===== config.mk =====
export PLATFORM = sky130hd
export DESIGN_NAME = decode_ctrl
export DESIGN_NICKNAME = d
export VERILOG_FILES = /design/src/rtl/decode_ctrl.sv
export SDC_FILE = /design/constraint.sdc
export NUM_CORES = 1
export LEC_CHECK = 0
export CORE_MARGIN = 3
export CORE_UTILIZATION = 30
export DETAILED_ROUTE_END_ITERATION = 6
export GPL_TIMING_DRIVEN = 0
export SYNTH_ARGS = -nofsm -noshare
export SYNTH_HDL_FRONTEND = slang
export SYNTH_SLANG_ARGS = --single-unit

===== constraint.sdc =====
create_clock -name clk -period 2.9 [get_ports clk]
set_input_delay 0.58 -clock clk [delete_from_list [all_inputs] [get_ports clk]]
set_output_delay 0.58 -clock clk [all_outputs]
set_load 0.02 [all_outputs]

===== src/rtl/decode_ctrl.sv =====
// Decode-stage controller: registers fetched instructions over a valid/ready
// handshake and decodes the main control bits and the extend select. A small
// FSM sequences load-use stalls and taken-branch flushes.
module decode_ctrl #(
    parameter int INSTR_W      = 30,
    parameter int STALL_CYCLES = 1,
    parameter int FLUSH_CYCLES = 2
) (
    input  logic               clk,
    input  logic               reset,
    input  logic [INSTR_W-1:0] InstrF,
    input  logic               ValidF,
    output logic               ReadyD,
    input  logic               BranchTakenE,
    input  logic               MemtoRegE,
    input  logic               ValidE,
    input  logic [3:0]         RdE,
    output logic [INSTR_W-1:0] InstrD,
    output logic [1:0]         ImmSrcD,
    output logic               IssueD,
    output logic               RegWriteD,
    output logic               MemWriteD,
    output logic               MemtoRegD,
    output logic               BranchD,
    output logic               IllegalFlag
);

    typedef enum logic [1:0] {IDLE, RUN, STALL, FLUSH} state_t;

    typedef struct packed {
        logic reg_write;
        logic mem_write;
        logic mem_to_reg;
        logic branch;
    } ctrl_t;

    localparam logic [2:0] STALL_INIT = 3'(STALL_CYCLES - 1);
    localparam logic [2:0] FLUSH_INIT = 3'(FLUSH_CYCLES - 1);

    state_t     state;
    logic       valid_d;
    logic [2:0] cnt;
    ctrl_t      ctrl;
    logic [1:0] imm_src;

    // Instruction fields (positions assume a 30-bit instruction)
    logic [1:0] op;
    logic       imm_bit;
    logic       load_bit;
    logic [3:0] rn;
    logic [3:0] rm;

    assign op       = InstrD[29:28];
    assign imm_bit  = InstrD[27];
    assign load_bit = InstrD[26];
    assign rn       = InstrD[19:16];
    assign rm       = InstrD[3:0];

    logic illegal_op;
    logic hazard;
    logic transfer;

    assign illegal_op = (op == 2'b11);

    // Load-use: the execute-stage load writes a register this instruction reads.
    // Rm is only a source when the instruction is not in immediate form.
    assign hazard = valid_d && ValidE && MemtoRegE && !illegal_op &&
                    ((rn == RdE) || (!imm_bit && (rm == RdE)));

    // Fetch may transfer while idle/running without a hazard, and during a
    // flush so the wrong-path traffic drains; reset forces it low.
    assign ReadyD = reset &&
                    ((((state == IDLE) || (state == RUN)) && !hazard) ||
                     (state == FLUSH));

    assign transfer = ValidF && ReadyD;

    assign IssueD = reset && valid_d && (state == RUN) && !hazard &&
                    !BranchTakenE && !illegal_op;

    // Main decode of InstrD; reserved opcode leaves every control cleared
    always_comb begin
        ctrl    = '0;
        imm_src = 2'b00;
        case (op)
            2'b00: ctrl.reg_write = 1'b1;
            2'b01: begin
                imm_src = 2'b01;
                if (load_bit) begin
                    ctrl.reg_write  = 1'b1;
                    ctrl.mem_to_reg = 1'b1;
                end else begin
                    ctrl.mem_write = 1'b1;
                end
            end
            2'b10: begin
                imm_src     = 2'b10;
                ctrl.branch = 1'b1;
            end
            default: ;
        endcase
    end

    // The extend select stays live for the extend unit; controls only when issuing
    assign ImmSrcD   = imm_src;
    assign RegWriteD = IssueD && ctrl.reg_write;
    assign MemWriteD = IssueD && ctrl.mem_write;
    assign MemtoRegD = IssueD && ctrl.mem_to_reg;
    assign BranchD   = IssueD && ctrl.branch;

    // Decode FSM: a taken branch overrides everything, then flush/stall counting,
    // then normal acceptance of fetch traffic
    always_ff @(posedge clk or negedge reset) begin
        if (!reset) begin
            state   <= IDLE;
            InstrD  <= '0;
            valid_d <= 1'b0;
            cnt     <= '0;
        end else if (BranchTakenE) begin
            valid_d <= 1'b0;
            cnt     <= FLUSH_INIT;
            state   <= FLUSH;
        end else begin
            case (state)
                FLUSH: begin
                    if (cnt == 3'd0) state <= IDLE;
                    else             cnt   <= cnt - 3'd1;
                end
                STALL: begin
                    if (cnt == 3'd0) state <= RUN;
                    else             cnt   <= cnt - 3'd1;
                end
                IDLE: begin
                    if (transfer) begin
                        InstrD  <= InstrF;
                        valid_d <= 1'b1;
                        state   <= RUN;
                    end
                end
                RUN: begin
                    if (hazard) begin
                        cnt   <= STALL_INIT;
                        state <= STALL;
                    end else if (transfer) begin
                        InstrD  <= InstrF;
                        valid_d <= 1'b1;
                    end else begin
                        valid_d <= 1'b0;
                        state   <= IDLE;
                    end
                end
                default: state <= IDLE;
            endcase
        end
    end

    // Sticky flag: a reserved opcode has occupied the RUN slot
    always_ff @(posedge clk or negedge reset) begin
        if (!reset)
            IllegalFlag <= 1'b0;
        else if ((state == RUN) && valid_d && illegal_op)
            IllegalFlag <= 1'b1;
    end

endmodule


# Yosys cells after proc, flatten, opt, wreduce, memory -nomap -nowiden
# Index checks and enable logic that the tools add are counted.
dict set report totals {
  word_cells 85
  rom_bits 0
  n_memories 0
  output_inout_bits 39
  latch_bits 0
  ram_bits 0
  input_bits 40
  reg_bits 37
}
dict set report op_classes {
  div 0
  addsub 1
  bitwise 1
  n_reduce_logical 37
  mul 0
  order_cmp 0
  n_shift 0
  eq_ne 16
  mux 25
}
# operator n
set ops {}
lappend ops {{$mux 30} 2}
lappend ops {{$pmux 30 s2} 1}
lappend ops {{$logic_and 1x1->1} 19}
lappend ops {{$ne 3x3->1 const B} 5}
lappend ops {{$mux 2} 7}
lappend ops {{$mux 3} 3}
lappend ops {{$reduce_and 3->1} 3}
lappend ops {{$eq 2x2->1 const B} 4}
lappend ops {{$eq 4x4->1} 2}
lappend ops {{$pmux 2 s4} 1}
lappend ops {{$mux 1} 7}
lappend ops {{$pmux 3 s2} 1}
lappend ops {{$reduce_bool 3->1} 2}
lappend ops {{$eq 2x1->1 const B} 2}
lappend ops {{$logic_not 1->1} 4}
lappend ops {{$logic_not 2->1} 2}
lappend ops {{$ne 4x4->1 const B} 1}
lappend ops {{$pmux 1 s2} 2}
lappend ops {{$pmux 2 s2} 1}
lappend ops {{$reduce_and 4->1} 1}
lappend ops {{$logic_not 3->1} 1}
lappend ops {{$logic_or 1x1->1} 3}
lappend ops {{$ne 3x2->1 const B} 1}
lappend ops {{$sub 3x1->3 const B} 1}
lappend ops {{other kinds (4)} 4}

# Depth between registers and ports, before layout
dict set report depth {
  word_depth 13
  depth_mapped 6
  depth_no_buf 6
}

# Worst setup path after synthesis
# Ideal clock, no wire load.
dict set report synth_path {
  kind {input-to-output}
  startpoint {in RdE[2]}
  endpoint {out RegWriteD}
  setup_slack_ns -0.088
  path_stages 5
  arrival_ns 2.408
  t_required_ns 2.320
  path_cell_list {xor2_1 nor2_1 a41oi_4 o21ai_1 a2111oi_0}
}
dict set report synth_between {
  elab_chain_cells 9
  elab_cells_between_ends 10
}
# element line
set synth_rtl {}
lappend synth_rtl {{start: declaration} 17} ;# input logic [3:0] RdE,
lappend synth_rtl {{$eq 4x4->1} 68} ;# ((rn == RdE) || (!imm_bit && (rm == RdE)));
lappend synth_rtl {{$logic_and 1x1->1} 68}
lappend synth_rtl {{$logic_or 1x1->1 *} 68}
lappend synth_rtl {{$logic_and 1x1->1 *} 67} ;# assign hazard = valid_d && ValidE && MemtoRegE && !illegal_op &&
lappend synth_rtl {{$logic_not 1->1 *} 78} ;# assign IssueD = reset && valid_d && (state == RUN) && !hazard &&
lappend synth_rtl {{$logic_and 1x1->1 * (2 in a row)} 78}
lappend synth_rtl {{$logic_and 1x1->1 *} 79} ;# !BranchTakenE && !illegal_op;
lappend synth_rtl {{$logic_and 1x1->1 *} 106} ;# assign RegWriteD = IssueD && ctrl.reg_write;
lappend synth_rtl {{end: declaration} 21} ;# output logic RegWriteD,
# Every way passes the cells marked *; elsewhere a longest branch is shown, timed or not.

# Final worst setup path
dict set report layout_path {
  startpoint {in RdE[2]}
  endpoint {out BranchD}
}
dict set report layout_between {
  elab_chain_cells 9
  elab_cells_between_ends 10
}
# element line
set layout_rtl {}
lappend layout_rtl {{$eq 4x4->1} 68}
lappend layout_rtl {{$logic_and 1x1->1} 68}
lappend layout_rtl {{$logic_or 1x1->1 *} 68}
lappend layout_rtl {{$logic_and 1x1->1 *} 67}
lappend layout_rtl {{$logic_not 1->1 *} 78}
lappend layout_rtl {{$logic_and 1x1->1 * (2 in a row)} 78}
lappend layout_rtl {{$logic_and 1x1->1 *} 79}
lappend layout_rtl {{$logic_and 1x1->1 *} 109} ;# assign BranchD = IssueD && ctrl.branch;
lappend layout_rtl {{end: declaration} 24} ;# output logic BranchD,
# Marked as above.

==> results.sh <==
export IMPL_status="completed"
export IMPL_start_util=0.323
export IMPL_cts_tree="built"
export IMPL_worstPathArrival_ps=2250
export IMPL_wire_per_inst_um=14.9
export IMPL_boundaryPins=79
export IMPL_drc=0
export IMPL_grt_pass1_vias=1400
export IMPL_fillers=515
export IMPL_rows=27
export IMPL_clock_latency_ps=290
export IMPL_pwr_share_clk=0.133
export IMPL_clk_pin_slew_ps=70
export IMPL_reg2reg_depth=8
export IMPL_cts_sinks=37
export IMPL_synthDistinctLibCells=33
export IMPL_layout_common_cells="clkdlybuf4s50_1, dfrtp_1, mux2_4"
export IMPL_drv_slew=0
export IMPL_track_usage=0.129
export IMPL_drive_gt1_frac=0.239
export IMPL_critPathMaxFanout=5
export IMPL_relSlewSlack=0.697
export IMPL_dieWidth_um=84.4
export IMPL_swShare=0.364
export IMPL_die_y_um=84.4
export IMPL_power_density_nw_per_um2=977
export IMPL_die_area_um2=7120
export IMPL_hp_class="primary input to asynchronous set/reset pin"
export IMPL_layout_commonest_cell="clkdlybuf4s50_1"
export IMPL_syn_mean_instance_area_um2=14.2
export IMPL_synthArstFlopShare=1.00
export IMPL_synthCells=130
export IMPL_yosys_area_share_simple=0.0862
export IMPL_dp_cells=281
export IMPL_first_iter_violations=49
export IMPL_ant_nets=0
export IMPL_synth_area_mux_share=0.248
export IMPL_worst_path_max_delay_cell="clkdlybuf4s50_1"
export IMPL_clk_path_buf_depth=2
export IMPL_dp_slack_ps=-671
export IMPL_cp_depth=7
export IMPL_finalInstanceArea_um2=2840
export IMPL_yosysWarnings=0
export IMPL_syn_nets=172
export IMPL_p_leak_nw=1.33
export IMPL_overflow=0
export IMPL_routed_wl_mm=4.32
export IMPL_cts_root_buffer="clkbuf_8"
export IMPL_crit_buf_inv=2
export IMPL_synth_xor_area_share=0.0428
export IMPL_grt_max_degree=39
export IMPL_fmax_mhz=353
export IMPL_dp_hpwl_mm=3.09
export IMPL_maxCapViolCount=0
export IMPL_finalHoldViolations=0
export IMPL_finalPower_mw=2.77
export IMPL_syn_area_um2=1840
export IMPL_vdd_drop_max_v=0.000475
export IMPL_comb_power_share=0.528
export IMPL_cts_htree_levels=2
export IMPL_netSwitchingPower_mw=1.01
export IMPL_setup_slack_ps=68.3
export IMPL_numCtsBuffers=5
export IMPL_synth_ff_type="dfrtp_1"
export IMPL_fin_tns_setup_ps=0
export IMPL_post_route_period_util=0.976
export IMPL_setup_viol=0
export IMPL_hold_buffers=0
export IMPL_final_nets=260
export IMPL_path_class="primary input to output port"
export IMPL_routabilityCongestion=0.754
export IMPL_tightest_slew_ps=453
export IMPL_port_buffers=78
export IMPL_synth_ff_latch_count=37
export IMPL_cp_required_ps=2320
export IMPL_period_minus_slack_ps=2830
export IMPL_synth_seq_area_share=0.502
export IMPL_synth_compound_area_frac=0.0788
export IMPL_endpoint_kind="output port"
export IMPL_path_delay_family="buffers and inverters"
export IMPL_worstPathCellList="clkdlybuf4s50_1 > xor2_1 > nor4_2 > a41oi_4 > o21ai_4 > nor3b_1 > dlygate4sd2_1"
export IMPL_via_per_inst=4.61
export IMPL_power_share_sequential=0.339
export IMPL_dr_pass1_iters=4
export IMPL_synth_enable_flop_cells=0
export IMPL_max_stage_delay_ps=520
export IMPL_layoutNonFillerInstCount=290
export IMPL_cp_start_kind="primary input"
export IMPL_antenna_cells=0
export IMPL_synthToLayoutAreaGrowth_pct=54.0
export IMPL_p_int_mw=1.76
export IMPL_dpl_cell_area_um2=2730
export IMPL_synth_adder_area_share=0.0136
export IMPL_rsz0062_at_grt="no"
export IMPL_placeableCoreArea_um2=5710
export IMPL_antenna_found_initial=0
export IMPL_grt_pass1_wl_mm=7.30
export IMPL_vias=1337
export IMPL_skew_ps=4.36
export IMPL_synth_top_family_by_area="multiplexers"
[timing repair]
action	in CTS	in global routing
setup buffers	2	0
resized for setup	19	5
endpoints found under the setup margin	6	5
pin swaps	2	3
[per-layer routing]
layer  part of all wire  GRT usage
met1               0.47      0.173
met2               0.41      0.182
met3              0.099     0.0569
met4              0.016     0.0475
met5                  0          0
[layout make-up]
cell class / instances / area [µm²] / share of cell area
Buffer: 4 / 37.5 / 0.0132
Clock buffer: 7 / 86.3 / 0.0304
Inverter: 4 / 15.0 / 0.00529
Multi-Input combinational cell: 85 / 882 / 0.311
Sequential cell: 37 / 926 / 0.326
Tap cell: 72 / 90.1 / 0.0317
Timing Repair Buffer: 81 / 802 / 0.283
[final timing paths]
kind | from | slack (ps) | to
worst max-delay path | RdE[2] | 70 | BranchD
worst min-delay path | reset | 100 | InstrD[12]$_DFFE_PN0P_
worst max register to register | InstrD[19]$_DFFE_PN0P_ | 610 | InstrD[18]$_DFFE_PN0P_
worst min register to register | IllegalFlag$_DFFE_PN0P_ | 480 | IllegalFlag$_DFFE_PN0P_
max in group asynchronous | reset | 2380 | InstrD[22]$_DFFE_PN0P_
min in group clk | IllegalFlag$_DFFE_PN0P_ | 480 | IllegalFlag$_DFFE_PN0P_
[worst reg2reg max path: stages (launching register included)]
cell	delay, ps
dfrtp_1	410
xor2_1	180
nor4_2	360
a41oi_4	80
buf_4	180
buf_4	150
o2111ai_4	260
buf_6	230
mux2_4	320
[cell families after synthesis]
| logic type | count (synthesis) |
|---|---|
| adder cells (fa/ha/maj) | 2 |
| flip-flops | 37 |
| AND/OR/NAND/NOR | 28 |
| XOR/XNOR | 9 |
| buffers and inverters | 8 |
| multiplexers | 31 |
| AO/OA/AOI/OAI | 15 |
[power by group through the flow]
stage	registers [mW]	clock network [mW]	logic, mW
floorplan	1.17	0	0.592
global placement	0.945	0	1.43
detailed placement	0.939	0	1.45
CTS	0.940	0.380	1.48
global route	0.982	0.404	1.56
finish	0.941	0.368	1.46
[registers in the layout, indices dropped and copies added (netlist names)]
name and cells:
InstrD 30, cnt 3, state 2, IllegalFlag 1, valid_d 1
[stage by stage]
step	util	hold WS, ps
after floorplan	-	284
after global placement	0.476	455
after detailed placement	0.478	402
after CTS	0.495	90.8
after global routing	0.497	90.3
final	0.497	101
[synth_stat cells (all sizes together) (3+ instances only)]
| cell type | number | area share |
|---|---|---|
| buf | 3 | 0.018 |
| dfrtp | 37 | 0.50 |
| inv | 4 | 0.0081 |
| mux2 | 30 | 0.24 |
| nand2 | 8 | 0.016 |
| nand2b | 3 | 0.010 |
| nor2 | 4 | 0.0081 |
| nor2b | 4 | 0.014 |
| o21ai | 4 | 0.011 |
| xnor2 | 4 | 0.019 |
| xor2 | 5 | 0.024 |
Power figures use the tool's default switching activity.
